`src/rtl/seg7_capture.sv`:
```
// Seven-segment scan capture: debounces {Pol, DigitEn, Segment}, decodes each
// stable digit and emits a 16-bit hex frame once all four digits are seen.
module seg7_capture #(
  parameter int STABLE_CYCLES = 4
) (
  input  logic        Clk,
  input  logic        nRst,
  input  logic [6:0]  Segment,
  input  logic [3:0]  DigitEn,
  input  logic        Pol,
  output logic [15:0] Value,
  output logic        Valid,
  output logic        Error
);

  typedef enum logic {COLLECT, DONE} state_e;

  localparam logic [3:0] STABLE = 4'(STABLE_CYCLES);

  state_e      state_q, state_d;
  logic [11:0] samp_q, prev_q;
  logic [3:0]  cnt_q, cnt_d;
  logic [3:0]  mask_q, mask_d;
  logic [3:0]  inv_q, inv_d;
  logic [15:0] nib_q, nib_d;
  logic [15:0] value_q;
  logic        error_q;

  logic [3:0]  de;
  logic [6:0]  seg_hi;
  logic [4:0]  dec;
  logic        win, onehot, cap;

  // Returns {invalid, nibble}; unknown patterns decode to nibble 0.
  function automatic logic [4:0] decode(input logic [6:0] s);
    case (s)
      7'h3F: decode = 5'h00;
      7'h06: decode = 5'h01;
      7'h5B: decode = 5'h02;
      7'h4F: decode = 5'h03;
      7'h66: decode = 5'h04;
      7'h6D: decode = 5'h05;
      7'h7D: decode = 5'h06;
      7'h07: decode = 5'h07;
      7'h7F: decode = 5'h08;
      7'h6F: decode = 5'h09;
      7'h77: decode = 5'h0A;
      7'h7C: decode = 5'h0B;
      7'h39: decode = 5'h0C;
      7'h5E: decode = 5'h0D;
      7'h79: decode = 5'h0E;
      7'h71: decode = 5'h0F;
      default: decode = 5'h10;
    endcase
  endfunction

  assign de     = samp_q[10:7];
  assign seg_hi = samp_q[11] ? samp_q[6:0] : ~samp_q[6:0];
  assign dec    = decode(seg_hi);
  assign onehot = (de != 4'd0) && ((de & (de - 4'd1)) == 4'd0);

  always_comb begin
    cnt_d = 4'd1;
    if (samp_q == prev_q) cnt_d = (cnt_q == STABLE) ? cnt_q : cnt_q + 4'd1;
  end

  // A window fires only on the cycle the counter reaches saturation.
  assign win = (cnt_d == STABLE) && (cnt_q != STABLE);
  assign cap = win && (state_q == COLLECT) && onehot && ((mask_q & de) == 4'd0);

  always_comb begin
    state_d = state_q;
    mask_d  = mask_q;
    inv_d   = inv_q;
    nib_d   = nib_q;
    case (state_q)
      COLLECT: begin
        if (mask_q == 4'hF) state_d = DONE;
        for (int i = 0; i < 4; i++) begin
          if (cap && de[i]) begin
            mask_d[i]       = 1'b1;
            inv_d[i]        = dec[4];
            nib_d[i*4 +: 4] = dec[3:0];
          end
        end
      end
      DONE: begin
        state_d = COLLECT;
        mask_d  = 4'd0;
        inv_d   = 4'd0;
        nib_d   = 16'd0;
      end
      default: state_d = COLLECT;
    endcase
  end

  always_ff @(posedge Clk or negedge nRst) begin
    if (!nRst) begin
      state_q <= COLLECT;
      samp_q  <= '0;
      prev_q  <= '0;
      cnt_q   <= '0;
      mask_q  <= '0;
      inv_q   <= '0;
      nib_q   <= '0;
      value_q <= '0;
      error_q <= 1'b0;
    end else begin
      state_q <= state_d;
      samp_q  <= {Pol, DigitEn, Segment};
      prev_q  <= samp_q;
      cnt_q   <= cnt_d;
      mask_q  <= mask_d;
      inv_q   <= inv_d;
      nib_q   <= nib_d;
      if (state_d == DONE && state_q == COLLECT) begin
        value_q <= nib_q;
        error_q <= |inv_q;
      end
    end
  end

  assign Value = value_q;
  assign Error = error_q;
  assign Valid = (state_q == DONE);

endmodule

```
`config.mk`:
```
export PLATFORM = sky130hd
export DESIGN_NAME = seg7_capture
export DESIGN_NICKNAME = d
export VERILOG_FILES = /design/src/rtl/seg7_capture.sv
export SDC_FILE = /design/constraint.sdc
export NUM_CORES = 1
export LEC_CHECK = 0
export BUFFER_PORTS_ARGS = -buffer_cell sky130_fd_sc_hd__buf_4
export CORE_AREA = 3 3 90 92
export DETAILED_ROUTE_END_ITERATION = 10
export DIE_AREA = 0 0 93 95
export SYNTH_ARGS = -nofsm -noshare
export SYNTH_HDL_FRONTEND = slang
export SYNTH_SLANG_ARGS = --single-unit
```
`constraint.sdc`:
```
create_clock -name Clk -period 4.3 [get_ports Clk]
set_input_delay 0.86 -clock Clk [delete_from_list [all_inputs] [get_ports Clk]]
set_output_delay 0.86 -clock Clk [all_outputs]
set_load 0.02 [all_outputs]
```
Yosys cells after proc, flatten, opt, wreduce, memory -nomap -nowiden
Cells that the tools add are included.
- register bits: 70
- bits of input ports: 14
- word-level logic and storage cells: 84
- equality and inequality tests: 25
- bitwise operators: 4
- reduce and logical (&&, ||, !) cells: 14
- multiplexer cells: 21
- add/subtract/negate cells: 2
- operators with widths (kind ; count):
    $eq 7x7->1 const B ; 12
    $pmux 5 s16 ; 1
    $pmux 16 s2 ; 1
    $mux 4 ; 6
    $pmux 4 s2 ; 2
    $eq 7x3->1 const B ; 2
    $eq 7x6->1 const B ; 2
    $eq 12x12->1 ; 1
    $logic_and 1x1->1 ; 10
    $mux 1 ; 9
    $and 4x4->4 ; 2
    $eq 4x3->1 const B ; 2
    $logic_not 4->1 ; 2
    $ne 2x1->1 const B ; 4
    $mux 7 ; 1
    $not 7->7 ; 1
    $add 4x1->4 const B ; 1
    $eq 4x4->1 const B ; 1
    $ne 4x3->1 const B ; 1
    $reduce_bool 4->1 ; 1
    $reduce_or 4->1 ; 1
    $sub 4x1->4 const B ; 1
    $pmux 1 s2 ; 1
    $not 1->1 ; 1

Depth between registers and ports, before layout
- word-level depth: 11
- depth in mapped cells: 9

Worst setup path before layout
Ideal clock, no wire load.
- path kind: reg2reg
- from: reg cnt_q[0]
- to: reg nib_q[2]
- period minus slack after synthesis: 1.993 ns
- arrival time: 1.919 ns
- cell stages (with the launch flop): 8
- setup slack: 2.307 ns
- path through: dfrtp_1 -> inv_1 -> ha_1 -> nor4_1 -> o2111a_4 -> nand3_4 -> or3_1 -> o21ai_2
- cells in the longest elaborated chain, start to end: 10
- RTL lines (what ; line ; RTL):
    start: declaration ; 22 ; logic [3:0] cnt_q, cnt_d;
    start signal: assignment ; 112 ; cnt_q <= cnt_d;
    $add 4x1->4 / $eq 4x3->1 (equally long branches) ; 64 ; if (samp_q == prev_q) cnt_d = (cnt_q == STABLE) ? cnt_q : cnt_q + 4'd1;
    $mux 4 (2 in a row) ; 64 ;
    $eq 4x3->1 ; 68 ; assign win = (cnt_d == STABLE) && (cnt_q != STABLE);
    $logic_and 1x1->1 (*) ; 68 ;
    $logic_and 1x1->1 (*) (3 in a row) ; 69 ; assign cap = win && (state_q == COLLECT) && onehot && ((mask_q & de) == 4'd0);
    $logic_and 1x1->1 (*) ; 80 ; if (cap && de[i]) begin
    $ne 2x1->1 (no source line) (*) ; - ;
    end signal: assignment ; 115 ; nib_q <= nib_d;
    end: declaration ; 25 ; logic [15:0] nib_q, nib_d;
Mark *: on every way between the ends. The rest lies on a longest branch, timed or not.
A chain may end at the register's enable or synchronous reset.

Worst setup path after layout
- from: reg samp_q[11]
- to: reg nib_q[14]
- cells in the longest elaborated chain, start to end: 9
- RTL lines (what ; line ; RTL):
    start: declaration ; 21 ; logic [11:0] samp_q, prev_q;
    start signal: assignment ; 110 ; samp_q <= {Pol, DigitEn, Segment};
    $eq 12x12->1 ; 64 ;
    $mux 4 ; 64 ;
    $eq 4x3->1 ; 68 ;
    $logic_and 1x1->1 ; 68 ;
    $logic_and 1x1->1 (3 in a row) ; 69 ;
    $logic_and 1x1->1 ; 80 ;
    $ne 2x1->1 (no source line) ; - ;
Parallel ways exist; a longest one is shown, timed or not. The select of a mux whose other input is x is not followed.

==> flow_metrics.env <==
export IMPL_num_vias=2355
export IMPL_drtIter0Drc=77
export IMPL_worstPathRequired_ns=4.50
export IMPL_synth_seq_area_share_pct=53.6
export IMPL_setup_viol=0
export IMPL_io_buffer_count=31
export IMPL_post_cts_resized=0
export IMPL_nNetsFinal=367
export IMPL_gr_usage_all_layers_pct=16.1
export IMPL_synthMuxAreaShare_pct=1.23
export IMPL_wirelength_um=6320
export IMPL_fin_crit_ns=2.48
export IMPL_io_pins=32
export IMPL_synth_nets=340
export IMPL_cts_tree="yes"
export IMPL_placed_cell_area_mm2=0.00354
export IMPL_status="finished clean"
export IMPL_first_pass_iters=4
export IMPL_cpPeakStageDelay_ns=0.72
export IMPL_die_area_mm2=0.00884
export IMPL_routedWlPerCell_um=13.9
export IMPL_synth_compound_area_share_pct=12.4
export IMPL_synth_distinct_cells=57
export IMPL_drive_gt1_share_pct=17.5
export IMPL_post_drt_via_cell_ratio=5.19
export IMPL_synth_fa_ha_area_share_pct=0.766
export IMPL_worstSkewPairLatency_ns=0.33
export IMPL_first_global_vias=2336
export IMPL_startpoint_type="flip-flop"
export IMPL_p_leak_nw=1.75
export IMPL_drv_cap=0
export IMPL_fin_area_mm2=0.00371
export IMPL_setup_tns_ns=0
export IMPL_clkTransAtPathRegs_ns=0.07
export IMPL_rows=31
export IMPL_async_flop_share_pct=100
export IMPL_skew_ns=0.00849
export IMPL_max_vdd_ir_drop_uv=242
export IMPL_start_util_pct=44.8
export IMPL_slew_viol_final=0
export IMPL_cp_slowest_cell="dfrtp_1"
export IMPL_place_gp_congestion=0.884
export IMPL_tightest_slew_ns=0.852
export IMPL_fin_crit_sh_pct=57.8
export IMPL_grt_start_max_net_pins=71
export IMPL_synth_edff_count=0
export IMPL_cp_arrival_ns=2.68
export IMPL_cts_sinks=70
export IMPL_netlist_area_mm2=0.00327
export IMPL_synth_simple_gate_area_share_pct=23.8
export IMPL_grt_overflow_total=0
export IMPL_core_area_mm2=0.00729
export IMPL_ys_ff_latch=70
export IMPL_synth_warnings=0
export IMPL_powerDensity_mw_per_mm2=330
export IMPL_antenna_found_initial=0
export IMPL_cp_cell_sequence="xor2_1, nor4_1, and3_1, nand3_1, nand3_1, o21ai_0"
export IMPL_drt_antenna_violating_nets=0
export IMPL_postSynthCellCount=324
export IMPL_timing_critical_path_mode_cell="nand3_1"
export IMPL_slew_limit_headroom_pct=43.2
export IMPL_detailed_place_hpwl_um=4370
export IMPL_root_buffer="clkbuf_8"
export IMPL_worstPathMaxFanout=20
export IMPL_post_cts_buffers=0
export IMPL_synth_top_family_by_area="simple AND/OR/NAND/NOR gates"
export IMPL_fmax_mhz=403
export IMPL_num_antenna_cells=0
export IMPL_crit_path_end_kind="flip-flop"
export IMPL_synthFlopType="dfrtp_1"
export IMPL_crit_type="flip-flop to flip-flop"
export IMPL_synth_avg_cell_area_um2=10.1
export IMPL_die_w_um=93
export IMPL_area_delta_synth_final_pct=13.6
export IMPL_drcViolationCount=0
export IMPL_cts_htree_levels=3
export IMPL_rsz0062_at_grt="false"
export IMPL_cts_buffers_inserted=9
export IMPL_hold_viol=0
export IMPL_die_height_um=95
export IMPL_hold_class="flip-flop to flip-flop"
export IMPL_cts_hold_buf=0
export IMPL_cts_buffer_depth=2
export IMPL_synth_xor_area_share_pct=4.02
export IMPL_grt_pass1_wl_um=11000
==> critical path: cells and delay by family (launching register included) <==
family | cells | cell delay, ns
AOI/OAI and AO/OA | 1 | 0.10
xor gates and xnor gates | 1 | 0.13
DFF | 1 | 0.72
and+or+nand+nor | 4 | 1.40
==> metal layers <==
metal	vias up	track usage, %	part of all wire [%]
li1	1179	-	-
met1	1131	21.9	50
met4	0	5.86	1.1
met3	7	4.86	3.4
met5	-	0	0
met2	38	24.4	45
==> worst paths after layout <==
kind / start / to / slack [ns] / cells after the start
max in group asynchronous: nRst / nib_q[8]$_DFFE_PN0P_ / 3.11 / 1
setup / recovery: samp_q[11]$_DFF_PN0_ / nib_q[14]$_DFFE_PN0P_ / 1.82 / 6
hold / removal: nib_q[4]$_DFFE_PN0P_ / Value[4]$_DFFE_PN0P_ / 0.47 / 2
setup reg to reg: samp_q[11]$_DFF_PN0_ / nib_q[14]$_DFFE_PN0P_ / 1.82 / 6
hold reg to reg: nib_q[4]$_DFFE_PN0P_ / Value[4]$_DFFE_PN0P_ / 0.47 / 2
min in group asynchronous: nRst / cnt_q[2]$_DFF_PN0_ / 0.63 / 1
==> flip-flops by register name (all words and copies together) (netlist names) <==
name    flops
cnt_q       4
prev_q     12
nib_q      16
samp_q     12
Valid       1
inv_q       4
mask_q      4
Error       1
Value      16
==> final cells by class <==
type                            instances  area (um2)
Inverter                               11        41.3
Multi-Input combinational cell        227        1380
Timing Repair Buffer                   32         240
Tap cell                               99         124
Fill cell                             693        3580
Clock buffer                           12         155
Clock inverter                          3        20.0
Sequential cell                        70        1750
==> power breakdown <==
group          internal, W  switching, W  leakage, nW  total (W)
Sequential        0.000670     0.0000197        0.917   0.000689
Clock             0.000237      0.000230       0.0845   0.000467
Combinational    0.0000286     0.0000401        0.746  0.0000687
==> cell families (layout without fill, tap and decap cells) <==
| group | count (synthesis) | after routing |
|---|---|---|
| buf+inv | 27 | 58 |
| mux | 4 | 4 |
| xor+xnor | 15 | 15 |
| flops | 70 | 70 |
| compound gates | 55 | 55 |
| fa+ha+maj | 2 | 2 |
| simple gates | 151 | 151 |
==> synth_stat cells, drive strengths merged (3+ instances only) <==
master	number	area (um2)
or3	4	25.0
nor2	16	67.6
dfrtp	70	1750
a211oi	3	22.5
nor3b	4	30.0
clkbuf	5	18.8
mux2i	4	40.0
a31oi	4	25.0
nand2	60	225
nand3	21	128
o21ai	16	83.8
a21oi	6	33.8
xor2	12	105
nor2b	8	50.1
xnor2	3	26.3
nor4	7	50.1
o22a	3	26.3
nand2b	8	50.1
buf	11	76.3
o22ai	6	37.5
nor3	11	60.1
inv	10	37.5
==> metrics by stage <==
| step | std cells | hold slack, ns | setup slack, ns | util [%] | total power (W) |
|---|---|---|---|---|---|
| after floorplan | 324 | 0.349 | 2.31 | - | 0.000742 |
| after global placement | 439 | 0.455 | 1.91 | 48.5 | 0.000771 |
| after detailed placement | 439 | 0.458 | 1.80 | 48.5 | 0.000772 |
| after CTS | 454 | 0.475 | 1.78 | 50.9 | 0.00124 |
| after global routing | 454 | 0.502 | 1.46 | 50.9 | 0.00129 |
| final | 454 | 0.470 | 1.82 | 50.9 | 0.00123 |
==> placed cells by master, fill, tap and decap left out, drive strengths merged, types with 3 or more instances in the layout <==
| cell type | Yosys | final |
|---|---|---|
| or3 | 4 | 4 |
| dfrtp | 70 | 70 |
| xnor2 | 3 | 3 |
| a21oi | 6 | 6 |
| o22ai | 6 | 6 |
| nand2 | 60 | 60 |
| o21ai | 16 | 16 |
| o22a | 3 | 3 |
| mux2i | 4 | 4 |
| a211oi | 3 | 3 |
| nor3 | 11 | 11 |
| xor2 | 12 | 12 |
| inv | 10 | 10 |
| buf | 11 | 32 |
| nor2b | 8 | 8 |
| a31oi | 4 | 4 |
| nand2b | 8 | 8 |
| nor2 | 16 | 16 |
| nand3 | 21 | 21 |
| nor3b | 4 | 4 |
| nor4 | 7 | 7 |
| clkbuf | 5 | 12 |
(Power assumes the default switching activity.)
